--- src/rtl/fb_sched_pkg.sv ---
// Shared types and helpers for the framebuffer write scheduler.
// Address/pixel typedefs, issue-FSM states and the pixel-count helper.
package fb_sched_pkg;

    typedef logic [19:0] fb_addr_t;
    typedef logic [15:0] pixel_t;

    typedef enum logic [1:0] {
        ST_IDLE,
        ST_GUARD,
        ST_WAIT,
        ST_FLIP
    } issue_state_t;

    function automatic int fb_pixels(input int width, input int height);
        return width * height;
    endfunction

endpackage

--- src/rtl/sync_fifo.sv ---
// Synchronous FIFO with valid/ready on both sides; show-ahead read port.
// DEPTH must be a power of two, at least 2.
module sync_fifo #(
    parameter int WIDTH = 8,
    parameter int DEPTH = 4
) (
    input  logic             clk,
    input  logic             reset,
    input  logic             in_valid,
    output logic             in_ready,
    input  logic [WIDTH-1:0] in_data,
    output logic             out_valid,
    input  logic             out_ready,
    output logic [WIDTH-1:0] out_data
);

    localparam int AW = $clog2(DEPTH);

    logic [WIDTH-1:0] mem [DEPTH];
    logic [AW:0]      wr_ptr;
    logic [AW:0]      rd_ptr;
    logic             full;
    logic             empty;
    logic             push;
    logic             pop;

    // Extra pointer bit tells full from empty when the index bits match.
    assign empty     = (wr_ptr == rd_ptr);
    assign full      = (wr_ptr[AW] != rd_ptr[AW]) && (wr_ptr[AW-1:0] == rd_ptr[AW-1:0]);
    assign in_ready  = !full;
    assign out_valid = !empty;
    assign push      = in_valid && !full;
    assign pop       = out_ready && !empty;
    assign out_data  = mem[rd_ptr[AW-1:0]];

    always_ff @(posedge clk) begin
        if (reset) begin
            wr_ptr <= '0;
            rd_ptr <= '0;
        end else begin
            if (push) wr_ptr <= wr_ptr + 1'b1;
            if (pop)  rd_ptr <= rd_ptr + 1'b1;
        end
    end

    always_ff @(posedge clk) begin
        if (push) mem[wr_ptr[AW-1:0]] <= in_data;
    end

endmodule

--- src/rtl/fb_write_scheduler.sv ---
// Arbitrates CPU pixel writes and the clear/fill engine onto the display write
// port, paces writes against display_busy and defers buffer flips to vblank.
module fb_write_scheduler
    import fb_sched_pkg::*;
#(
    parameter int WIDTH      = 267,
    parameter int HEIGHT     = 240,
    parameter int FIFO_DEPTH = 4,
    parameter int BUSY_GUARD = 2,
    parameter int FLIP_PULSE = 2
) (
    input  logic     clk_sys,
    input  logic     reset,
    input  logic     cpu_wr_valid,
    output logic     cpu_wr_ready,
    input  fb_addr_t cpu_wr_addr,
    input  pixel_t   cpu_wr_data,
    input  logic     clear_start,
    input  pixel_t   clear_color,
    output logic     clear_active,
    input  logic     flip_req,
    output logic     flip_pending,
    output logic     flip_done,
    input  logic     vblank,
    output fb_addr_t display_addr,
    output pixel_t   display_data,
    output logic     display_wr,
    input  logic     display_busy,
    output logic     display_flip_framebuffer
);

    localparam fb_addr_t   CLEAR_LAST = fb_addr_t'(fb_pixels(WIDTH, HEIGHT) - 1);
    localparam logic [7:0] GUARD_LAST = 8'(BUSY_GUARD - 1);
    localparam logic [7:0] FLIP_LAST  = 8'(FLIP_PULSE - 1);

    issue_state_t state, state_nx;
    logic [7:0]   cnt, cnt_nx;
    fb_addr_t     clear_addr;
    pixel_t       clear_color_q;
    logic         vblank_q;
    logic         vblank_rise;

    logic         fifo_in_ready;
    logic         fifo_valid;
    logic         fifo_pop;
    fb_addr_t     fifo_addr;
    pixel_t       fifo_data;

    logic         wr_nx;
    fb_addr_t     addr_nx;
    pixel_t       data_nx;
    logic         flip_fb_nx;
    logic         done_nx;
    logic         clear_issue;
    logic         flip_finish;

    // New CPU writes are held off while a flip is pending so they land in the new back buffer.
    assign cpu_wr_ready = fifo_in_ready && !flip_pending;
    assign vblank_rise  = vblank && !vblank_q;

    sync_fifo #(
        .WIDTH($bits(fb_addr_t) + $bits(pixel_t)),
        .DEPTH(FIFO_DEPTH)
    ) u_cpu_fifo (
        .clk      (clk_sys),
        .reset    (reset),
        .in_valid (cpu_wr_valid && !flip_pending),
        .in_ready (fifo_in_ready),
        .in_data  ({cpu_wr_addr, cpu_wr_data}),
        .out_valid(fifo_valid),
        .out_ready(fifo_pop),
        .out_data ({fifo_addr, fifo_data})
    );

    always_comb begin
        state_nx    = state;
        cnt_nx      = cnt;
        fifo_pop    = 1'b0;
        wr_nx       = 1'b0;
        addr_nx     = display_addr;
        data_nx     = display_data;
        flip_fb_nx  = 1'b0;
        done_nx     = 1'b0;
        clear_issue = 1'b0;
        flip_finish = 1'b0;
        case (state)
            ST_IDLE: begin
                if (!display_busy) begin
                    if (fifo_valid) begin
                        fifo_pop = 1'b1;
                        wr_nx    = 1'b1;
                        addr_nx  = fifo_addr;
                        data_nx  = fifo_data;
                        cnt_nx   = '0;
                        state_nx = ST_GUARD;
                    end else if (clear_active) begin
                        clear_issue = 1'b1;
                        wr_nx       = 1'b1;
                        addr_nx     = clear_addr;
                        data_nx     = clear_color_q;
                        cnt_nx      = '0;
                        state_nx    = ST_GUARD;
                    end else if (flip_pending && vblank_rise) begin
                        flip_fb_nx = 1'b1;
                        cnt_nx     = '0;
                        state_nx   = ST_FLIP;
                    end
                end
            end
            ST_GUARD: begin
                if (cnt == GUARD_LAST) state_nx = ST_WAIT;
                else                   cnt_nx   = cnt + 8'd1;
            end
            ST_WAIT: begin
                if (!display_busy) state_nx = ST_IDLE;
            end
            ST_FLIP: begin
                if (cnt == FLIP_LAST) begin
                    done_nx     = 1'b1;
                    flip_finish = 1'b1;
                    state_nx    = ST_IDLE;
                end else begin
                    flip_fb_nx = 1'b1;
                    cnt_nx     = cnt + 8'd1;
                end
            end
            default: state_nx = ST_IDLE;
        endcase
    end

    always_ff @(posedge clk_sys) begin
        if (reset) begin
            state                    <= ST_IDLE;
            cnt                      <= '0;
            display_wr               <= 1'b0;
            display_addr             <= '0;
            display_data             <= '0;
            display_flip_framebuffer <= 1'b0;
            flip_done                <= 1'b0;
            flip_pending             <= 1'b0;
            clear_active             <= 1'b0;
            clear_addr               <= '0;
            clear_color_q            <= '0;
            vblank_q                 <= 1'b0;
        end else begin
            state                    <= state_nx;
            cnt                      <= cnt_nx;
            display_wr               <= wr_nx;
            display_addr             <= addr_nx;
            display_data             <= data_nx;
            display_flip_framebuffer <= flip_fb_nx;
            flip_done                <= done_nx;
            vblank_q                 <= vblank;

            // Clear start is only taken while idle and no flip waits, so it never races an issue.
            if (clear_issue) begin
                if (clear_addr == CLEAR_LAST) clear_active <= 1'b0;
                else                          clear_addr   <= clear_addr + 1'b1;
            end else if (clear_start && !clear_active && !flip_pending) begin
                clear_active  <= 1'b1;
                clear_addr    <= '0;
                clear_color_q <= clear_color;
            end

            if (flip_finish)   flip_pending <= 1'b0;
            else if (flip_req) flip_pending <= 1'b1;
        end
    end

endmodule

--- config.mk ---
export PLATFORM = sky130hd
export DESIGN_NAME = fb_write_scheduler
export DESIGN_NICKNAME = d
export VERILOG_FILES = /design/src/rtl/fb_sched_pkg.sv /design/src/rtl/sync_fifo.sv /design/src/rtl/fb_write_scheduler.sv
export SDC_FILE = /design/constraint.sdc
export NUM_CORES = 1
export LEC_CHECK = 0
export BUFFER_PORTS_ARGS = -buffer_cell sky130_fd_sc_hd__buf_2
export CAP_MARGIN = 20
export CORE_UTILIZATION = 35
export DETAILED_ROUTE_END_ITERATION = 8
export SETUP_SLACK_MARGIN = 0.05
export SLEW_MARGIN = 0
export SYNTH_ARGS = -nofsm -noshare
export SYNTH_HDL_FRONTEND = slang
export SYNTH_HIERARCHICAL = 1
export SYNTH_SLANG_ARGS = --single-unit
--- constraint.sdc ---
create_clock -name clk_sys -period 9.4 [get_ports clk_sys]
set_input_delay 1.41 -clock clk_sys [delete_from_list [all_inputs] [get_ports clk_sys]]
set_output_delay 1.41 -clock clk_sys [all_outputs]
set_load 0.1 [all_outputs]
==> results.py, run 1 <==
metrics = {
    "clock_network": {
        "cts_buffer_depth": 3,
        "clk_latency_ns": 0.52,
        "cts_hold_buf": 0,
        "clk_pin_slew_ns": 0.06,
        "cts_setup_buffers": 0,
        "clockRootBuffer": "clkbuf_16",
        "numCtsBuffers": 25,
        "cts_resized": 0,
        "cts_tree": "yes",
        "clock-sinks": 240,
        "htreeDepth": 1,
    },
    "yosys": {
        "synth.avg_cell_area_um2": 13.4,
        "synth_seq_cells": 240,
        "syn-num-nets": 814,
        "seq_area_frac_synth": 0.629,
        "yosys_warnings": 6,
        "syn_area_um2": 9930,
        "syn_inst": 742,
        "synth_edf_count": 144,
        "yosysUniqueCellTypes": 67,
        "synthArstFlopShare": 0,
        "synth-main-ff-cell": "edfxtp_1",
    },
    "power": {
        "irDropWorstVdd_mv": 0.189,
        "power.density_nw_per_um2": 281,
        "p_total_mw": 3.25,
        "p_leak_nw": 3.94,
    },
    "timing": {
        "worst_pin_slew_ns": 1.10,
        "finalCritPeriodShare": 0.394,
        "hold_viol": 0,
        "clock.fmax_mhz": 270,
        "final.min_clock_period_ns": 3.71,
        "setup-tns-final_ns": 0,
        "finClkSkew_ns": 0.0107,
        "slew_headroom": 0.266,
        "grt_setup_unrepaired": "false",
        "setup_slack_ns": 5.69,
        "maxSlewViolCount": 0,
        "timing.hold.ws_ns": 0.452,
        "setup_violations": 0,
    },
    "place": {
        "port_buffers": 100,
        "place_inst": 1180,
        "place_ws_ns": 5.96,
        "place.gp.congestion": 0.810,
        "place_area_um2": 10800,
        "hpwlAfterDp_mm": 13.6,
    },
    "die": {
        "die_h_um": 170,
        "pin_count": 101,
        "core_um2": 27900,
        "start_util": 0.356,
        "dieArea_um2": 29000,
        "fp.dieW_um": 170,
        "rows": 61,
    },
    "run_status": {
        "status": "complete, no violations",
    },
    "finish": {
        "layout_common_cells": "edfxtp_1, buf_2, dfxtp_1, nand2_1, nor2_1",
        "final_common_cell": "edfxtp_1",
        "finalInstanceArea_um2": 11600,
        "drive_gt1_frac": 0.231,
        "area_growth_pct": 16.5,
        "fin_nets": 901,
        "fin_util": 0.415,
        "fillers": 2570,
        "seqCellArea_um2": 6250,
        "final_cells": 1226,
        "multi_input_area_um2": 3460,
    },
    "critical_path": {
        "cp-start-kind": "register",
        "regToRegSetupSlack_ns": 6.04,
        "reg2reg_to": "display_data[13]$_SDFFE_PP0P_",
        "reg2reg_from": "u_cpu_fifo/wr_ptr[0]$_SDFFE_PP0P_",
        "crit_path_start": "u_cpu_fifo/wr_ptr[0]$_SDFFE_PP0P_",
        "crit_arrival_ns": 2.30,
        "worst_setup_path_end_kind": "primary output",
        "cp_max_fo": 8,
        "r2r_cells": 9,
        "crit_required_ns": 7.99,
        "worst-setup-path-type": "register to primary output",
    },
    "global_routing": {
        "gr-total-overflow": 0,
        "grt_pass1_wl_mm": 34.8,
        "grt_usage": 0.155,
        "grt_max_degree": 73,
        "antenna_found_initial": 2,
        "grt_pass1_vias": 6162,
    },
    "hold_path": {
        "hold_path_depth": 2,
        "hp-class": "register to register",
        "min_from": "clear_color_q[3]$_SDFFE_PP0P_",
        "min_to": "clear_color_q[3]$_SDFFE_PP0P_",
    },
    "detailed_routing": {
        "ant_nets": 0,
        "drc": 0,
        "vias_per_cell": 5.19,
        "wl_per_cell_um": 18.1,
        "wirelength_mm": 22.2,
        "vias": 6364,
        "drt_pass1_iterations": 5,
        "drt_iter0_drc": 495,
    },
    "flow_run": {
        "maxCapViolations": 0,
    },
}
==> layer usage <==
layer / track usage / vias up / part of all wire
li1: - / 3062 / -
met1: 0.211 / 3131 / 0.45
met2: 0.255 / 134 / 0.48
met3: 0.0235 / 35 / 0.043
met4: 0.0470 / 2 / 0.023
met5: 0 / - / 0.00059
==> flip-flops by register name, indices dropped and copies added (netlist names), 2 cells and up, named ones only <==
name               flops
display_data          16
state                  2
u_cpu_fifo/wr_ptr      3
u_cpu_fifo/rd_ptr      3
u_cpu_fifo/mem       144
clear_addr            20
display_addr          20
cnt                    8
clear_color_q         16
==> final cells by class <==
class,instances,area share
sequential,240,0.540
clock inverter,15,0.0104
tap,378,0.0409
clock buffer,30,0.0566
inverter,15,0.00487
timing repair buffer,107,0.0480
multi-input combinational,440,0.299
antenna,1,0.000216
==> cell usage after synthesis, drive strengths merged (14+ instances only) <==
master,n,share of area
a21oi,35,0.018
nor2,56,0.021
dfxtp,96,0.19
mux2i,39,0.039
mux4,36,0.082
edfxtp,144,0.44
buf,14,0.0077
clkbuf,33,0.013
inv,15,0.0057
o21ai,15,0.0076
nand3,21,0.011
nand2,57,0.022
a211oi,39,0.029
==> worst max-delay path, cell delays in order (launching register included) <==
cell and delay (ns):
dfxtp_1 0.51, xor2_1 0.43, nor2_1 0.20, nand2_1 0.09, nor2b_1 0.12, buf_2 0.43
==> how the worst max path moves through the flow <==
stage                                            to  slack, ns  cells past startpoint
global route                           cpu_wr_ready       5.53                      5
CTS                                    cpu_wr_ready       5.65                      5
floorplan            u_cpu_fifo/mem[3][0]$_DFFE_PP_       5.35                      3
finish                                 cpu_wr_ready       5.69                      5
global placement    u_cpu_fifo/mem[0][14]$_DFFE_PP_       6.00                      5
detailed placement  u_cpu_fifo/mem[1][12]$_DFFE_PP_       5.96                      5
==> cells by family (layout without fill, tap and decap cells) <==
| family | after synthesis | count (layout) | synth area share |
|---|---|---|---|
| flip-flops | 240 | 240 | 0.629 |
| AND/OR/NAND/NOR | 206 | 206 | 0.105 |
| AO/OA/AOI/OAI | 137 | 137 | 0.0943 |
| multiplexers | 77 | 77 | 0.123 |
| buffers and inverters | 62 | 167 | 0.0260 |
| adder cells (fa/ha/maj) | 13 | 13 | 0.0164 |
| XOR/XNOR | 7 | 7 | 0.00618 |
| other | 0 | 1 | 0 |
==> where the power goes <==
group	internal, mW	switching, mW	leakage [nW]
registers	1.22	0.0504	2.10
logic	0.300	0.739	1.46
clock network	0.548	0.394	0.381
No activity file was read; power rests on OpenSTA's default activity.
==> inputs of run 2 (changes only) <==
- clock period: 9.4 -> 3.5 ns (I/O delays scaled with it)
==> run 2 against run 1 <==
Effect of this change:
- global-route usage hardly changed
- core utilization is 0.50 points higher
- critical endpoint unchanged
- via count hardly changed
- critical path depth stayed put
- worst hold slack worse by 0.24 ns
==> results.py, run 2 (synthesized netlist as in run 1, its figures left out) <==
metrics = {
    "detailed_routing": {
        "wl_per_cell_um": 18.0,
        "vias": 6365,
        "wirelength_mm": 22.2,
        "drt_pass1_iterations": 5,
        "drc": 0,
        "ant_nets": 0,
        "vias_per_cell": 5.15,
        "drt_iter0_drc": 494,
    },
    "global_routing": {
        "grt_max_degree": 44,
        "grt_pass1_wl_mm": 34.7,
        "grt_pass1_vias": 6096,
        "antenna_found_initial": 0,
        "grt_usage": 0.155,
        "gr-total-overflow": 0,
    },
    "place": {
        "hpwlAfterDp_mm": 14.0,
        "place_ws_ns": 0.779,
        "place.gp.congestion": 0.824,
        "port_buffers": 100,
    },
    "timing": {
        "finalCritPeriodShare": 0.808,
        "clock.fmax_mhz": 353,
        "setup_slack_ns": 0.671,
        "finClkSkew_ns": 0.0112,
        "slew_headroom": 0.451,
        "hold_viol": 0,
        "setup-tns-final_ns": 0,
        "maxSlewViolCount": 0,
        "final.min_clock_period_ns": 2.83,
        "setup_violations": 0,
        "grt_setup_unrepaired": "false",
        "worst_pin_slew_ns": 0.823,
    },
    "critical_path": {
        "cp_slowest_cell": "dfxtp_1",
        "cp_max_fo": 8,
        "crit_required_ns": 2.97,
        "crit_arrival_ns": 2.30,
        "crit_path_start": "u_cpu_fifo/wr_ptr[0]$_SDFFE_PP0P_",
        "reg2reg_from": "u_cpu_fifo/wr_ptr[0]$_SDFFE_PP0P_",
        "cp_top_family": "flip-flops",
        "slowest_delay_ns": 0.48,
        "path_depth": 5,
        "worst-setup-path-type": "register to primary output",
        "cp-start-kind": "register",
        "critPathBufInv": 1,
        "worst_setup_path_end_kind": "primary output",
        "crit_chain": "xor2_1 -> nor2_1 -> nand2_1 -> nor2b_1 -> buf_2",
        "r2r_cells": 8,
    },
    "finish": {
        "antenna_cells": 0,
        "multi_input_area_um2": 3460,
        "fillers": 2564,
        "seqCellArea_um2": 6250,
        "drive_gt1_frac": 0.240,
        "final_common_cell": "edfxtp_1",
        "area_growth_pct": 17.9,
        "largest_reg_flops": 144,
        "fin_nets": 910,
        "layout_common_cells": "edfxtp_1, buf_2, dfxtp_1, nand2_1, nor2_1",
    },
    "hold_path": {
        "min_from": "cpu_wr_addr[12]",
        "hold_path_depth": 1,
        "hp-class": "input pin to register",
    },
    "clock_network": {
        "clk_latency_ns": 0.53,
        "htreeDepth": 1,
        "cts_tree": "yes",
        "cts_setup_buffers": 0,
        "numCtsBuffers": 25,
        "clock-sinks": 240,
        "cts_buffer_depth": 3,
        "clockRootBuffer": "clkbuf_16",
        "cts_resized": 0,
        "cts_hold_buf": 0,
        "clk_pin_slew_ns": 0.06,
    },
    "power": {
        "power.density_nw_per_um2": 762,
        "p_leak_nw": 4.01,
        "irDropWorstVdd_mv": 0.357,
        "p_total_mw": 8.92,
    },
    "die": {
        "die_h_um": 170,
        "rows": 61,
        "pin_count": 101,
        "fp.dieW_um": 170,
        "start_util": 0.356,
        "core_um2": 27900,
        "dieArea_um2": 29000,
    },
    "flow_run": {
        "maxCapViolations": 0,
    },
    "run_status": {
        "status": "complete, no violations",
    },
}
-- run 2: area by class of cell --
class / count / share of cell area
well taps: 378 / 0.0404
multi-input cells: 440 / 0.295
clock buffers: 33 / 0.0560
flip-flops and latches: 240 / 0.534
repair buffers: 116 / 0.0543
inverters: 15 / 0.00481
clock inverters: 13 / 0.0154
-- run 2: power by group --
| group | leakage (nW) | switching, mW | internal (mW) | total (mW) |
|---|---|---|---|---|
| Sequential | 2.10 | 0.138 | 3.27 | 3.41 |
| Clock | 0.407 | 1.07 | 1.62 | 2.69 |
| Combinational | 1.51 | 1.98 | 0.828 | 2.81 |
| Total | 4.01 | 3.19 | 5.72 | 8.92 |
-- run 2: through the flow --
step	instances	utilization	instance area [um2]	hold WS, ns
floorplan	742	-	9930	0.436
CTS	1234	0.419	11700	0.194
detailed placement	1188	0.389	10900	0.446
global placement	1188	0.389	10900	0.443
global route	1235	0.420	11700	0.194
finish	1235	0.420	11700	0.210
-- run 2: path summary, 6_finish.rpt --
check | endpoint | slack [ns]
setup / recovery | cpu_wr_ready | 0.67
hold / removal | u_cpu_fifo/mem[0][28]$_DFFE_PP_ | 0.21
setup reg to reg | clear_addr[19]$_SDFFE_PP0P_ | 0.71
hold reg to reg | clear_color_q[5]$_SDFFE_PP0P_ | 0.45
-- run 2: routing by layer --
layer / global-route usage / up-vias / wire (um)
met2: 0.245 / 139 / 10400
met4: 0.0403 / 0 / 356
met1: 0.222 / 3129 / 10400
li1: - / 3073 / -
met5: 0 / - / 0
met3: 0.0249 / 24 / 1040
-- run 2: worst register-to-register path, cell delays in order (launching register included) --
cell	delay, ns
dfxtp_1	0.48
xor2_1	0.21
nor2_1	0.34
nand2_2	0.16
buf_4	0.24
nor4bb_2	0.34
nand3_1	0.26
or4_1	0.54
a21oi_1	0.16
==> inputs of run 3 (changes only) <==
- ABC_AREA: unset -> 1
- clock period: 3.5 -> 2.95 ns (I/O delays scaled with it)
==> run 3 against run 2 <==
Effect of this change:
- non-clock buffer count is the same
- register-to-register slack gained 0.24 ns
- worst setup slack lost 0.072 ns
- sequential share of layout area shrank 1.6 points
- clock skew grew 0.014 ns
- final area grew 3.1%
- core utilization shrank 0.099 points
- routed wire length grew 12%
- critical path depth grew 2
- critical endpoint unchanged
- count of clock-buffer cells in the layout grew 1
- first-iteration DRC count shrank 0.61%
- clock power grew 30%
- largest power group unchanged
==> results.py, run 3 <==
metrics = {
    "run_status": {
        "status": "complete, no violations",
    },
    "power": {
        "irDropWorstVdd_mv": 0.476,
        "p_leak_nw": 4.60,
        "power.density_nw_per_um2": 835,
    },
    "critical_path": {
        "slowest_delay_ns": 0.43,
        "regToRegSetupSlack_ns": 0.95,
        "cp_max_fo": 9,
        "crit_chain": "inv_1 -> nand2_2 -> nand2_4 -> nand3_4 -> inv_1 -> nor2_1 -> buf_2",
        "cp_top_family": "buffers and inverters",
        "cp-start-kind": "register",
        "critPathBufInv": 3,
        "cp_slowest_cell": "buf_2",
        "crit_arrival_ns": 1.91,
        "crit_required_ns": 2.51,
        "worst-setup-path-type": "register to primary output",
        "reg2reg_from": "u_cpu_fifo/wr_ptr[0]$_SDFFE_PP0P_",
        "cp_common_cell": "inv_1",
        "r2r_cells": 11,
        "worst_setup_path_end_kind": "primary output",
        "reg2reg_to": "display_addr[12]$_SDFFE_PP0P_",
    },
    "hold_path": {
        "hold_path_depth": 1,
        "min_to": "u_cpu_fifo/mem[2][20]$_DFFE_PP_",
        "hp-class": "input pin to register",
        "min_from": "cpu_wr_addr[4]",
    },
    "global_routing": {
        "grt_usage": 0.165,
        "grt_max_degree": 73,
        "grt_pass1_wl_mm": 39.7,
        "antenna_found_initial": 1,
        "grt_pass1_vias": 7329,
        "gr-total-overflow": 0,
    },
    "timing": {
        "setup_violations": 0,
        "grt_setup_unrepaired": "false",
        "finalCritPeriodShare": 0.797,
        "hold_viol": 0,
        "clock.fmax_mhz": 425,
        "finClkSkew_ns": 0.0255,
        "worst_pin_slew_ns": 0.733,
        "maxSlewViolCount": 0,
        "final.min_clock_period_ns": 2.35,
        "timing.hold.ws_ns": 0.128,
        "setup-tns-final_ns": 0,
        "slew_headroom": 0.511,
    },
    "clock_network": {
        "cts_resized": 0,
        "clockRootBuffer": "clkbuf_16",
        "numCtsBuffers": 26,
        "cts_hold_buf": 0,
        "htreeDepth": 1,
        "cts_setup_buffers": 0,
        "clk_latency_ns": 0.53,
        "clock-sinks": 240,
        "cts_tree": "yes",
        "clk_pin_slew_ns": 0.06,
        "cts_buffer_depth": 3,
    },
    "finish": {
        "drive_gt1_frac": 0.162,
        "fillers": 2784,
        "finalInstanceArea_um2": 12100,
        "largest_reg_flops": 144,
        "area_growth_pct": 17.6,
        "layout_common_cells": "nand2_1, nor2_1, edfxtp_1, o21ai_0, buf_2",
        "final_common_cell": "nand2_1",
        "fin_nets": 1251,
    },
    "die": {
        "fp.dieW_um": 173,
        "pin_count": 101,
        "start_util": 0.356,
        "rows": 62,
        "core_um2": 28800,
        "dieArea_um2": 30000,
        "die_h_um": 173,
    },
    "yosys": {
        "synth_top_area_share": 0.422,
        "syn_area_um2": 10300,
        "synth.avg_cell_area_um2": 9.40,
        "syn-num-nets": 1163,
        "synth_seq_cells": 240,
        "synthArstFlopShare": 0,
        "synth-main-ff-cell": "edfxtp_1",
        "synthTopCellsByCount": "nand2_1, nor2_1, edfxtp_1, o21ai_0, dfxtp_1",
        "synth.most_common_cell": "nand2_1",
        "yosys.area.top_type": "edfxtp_1",
        "synth_area_leaders": "edfxtp_1, dfxtp_1, nand2_1",
        "seq_area_frac_synth": 0.609,
        "synth_edf_count": 144,
        "syn_inst": 1091,
        "yosys_warnings": 6,
        "yosysUniqueCellTypes": 40,
    },
    "detailed_routing": {
        "wl_per_cell_um": 15.7,
        "drt_iter0_drc": 491,
        "drt_pass1_iterations": 5,
        "wirelength_mm": 24.9,
        "vias_per_cell": 4.87,
        "drc": 0,
        "ant_nets": 0,
        "vias": 7718,
    },
    "place": {
        "port_buffers": 100,
        "place.gp.congestion": 0.877,
        "hpwlAfterDp_mm": 16.0,
        "place_area_um2": 11100,
    },
    "flow_run": {
        "maxCapViolations": 0,
    },
}
run 3: cell count changes after synthesis, sizes merged, moves of 10 or more:
cell    previous run  this run
a211oi            39         0
a21oi             35        24
a31oi              8        36
buf               14        33
clkbuf            33        23
inv               15        76
mux2i             39         0
mux4              36         0
nand2             57       202
nand3             21        61
nor2              56       188
o21ai             15       132
o22ai              1        36
or4               10         0
run 3: how the worst max path moves through the flow:
stage / start / to / slack [ns] / cells past startpoint
2_1_floorplan: flip_pending$_SDFFE_PP0P_ / u_cpu_fifo/mem[0][0]$_DFFE_PP_ / -0.21 / 3
3_3_place_gp: cpu_wr_valid / u_cpu_fifo/mem[3][0]$_DFFE_PP_ / 0.89 / 8
3_5_place_dp: cpu_wr_valid / u_cpu_fifo/mem[1][0]$_DFFE_PP_ / 0.85 / 6
4_1_cts: u_cpu_fifo/wr_ptr[0]$_SDFFE_PP0P_ / cpu_wr_ready / 0.57 / 7
5_1_grt: u_cpu_fifo/wr_ptr[0]$_SDFFE_PP0P_ / cpu_wr_ready / 0.52 / 7
6_report: u_cpu_fifo/wr_ptr[0]$_SDFFE_PP0P_ / cpu_wr_ready / 0.60 / 7
run 3: per-layer routing:
layer	track usage	wire, um	part of all wire
met4	0.0383	386	0.015
met1	0.222	11600	0.46
met3	0.0286	1230	0.049
met5	0	8	0.00032
met2	0.276	11800	0.47
run 3: kinds of logic after synthesis:
group,Yosys count,share of synthesized area
xor+xnor,4,0.00341
fa+ha+maj,13,0.0159
buf+inv,134,0.0556
flops,240,0.609
simple gates,468,0.193
compound gates,232,0.123
run 3: power breakdown:
group          switching [mW]  internal (mW)
clock network            1.30           2.20
registers               0.164           3.83
logic                    2.04          0.537
total                    3.50           6.57
run 3: area by class of cell:
class,count,area [um2],area share
clock inverter,14,199,0.0165
tap,384,480,0.0398
inverter,78,297,0.0246
clock buffer,34,742,0.0615
multi-input combinational,717,3460,0.287
antenna,1,2.50,0.000207
timing repair buffer,116,633,0.0525
sequential,240,6250,0.518
run 3: metrics by stage:
step	setup slack (ns)	util	cells	total power, mW
after floorplan	-0.207	-	1091	6.04
after global placement	0.891	0.386	1535	6.62
after detailed placement	0.850	0.386	1535	6.65
after CTS	0.571	0.419	1583	10.2
after global routing	0.523	0.419	1583	10.5
final	0.599	0.419	1584	10.1
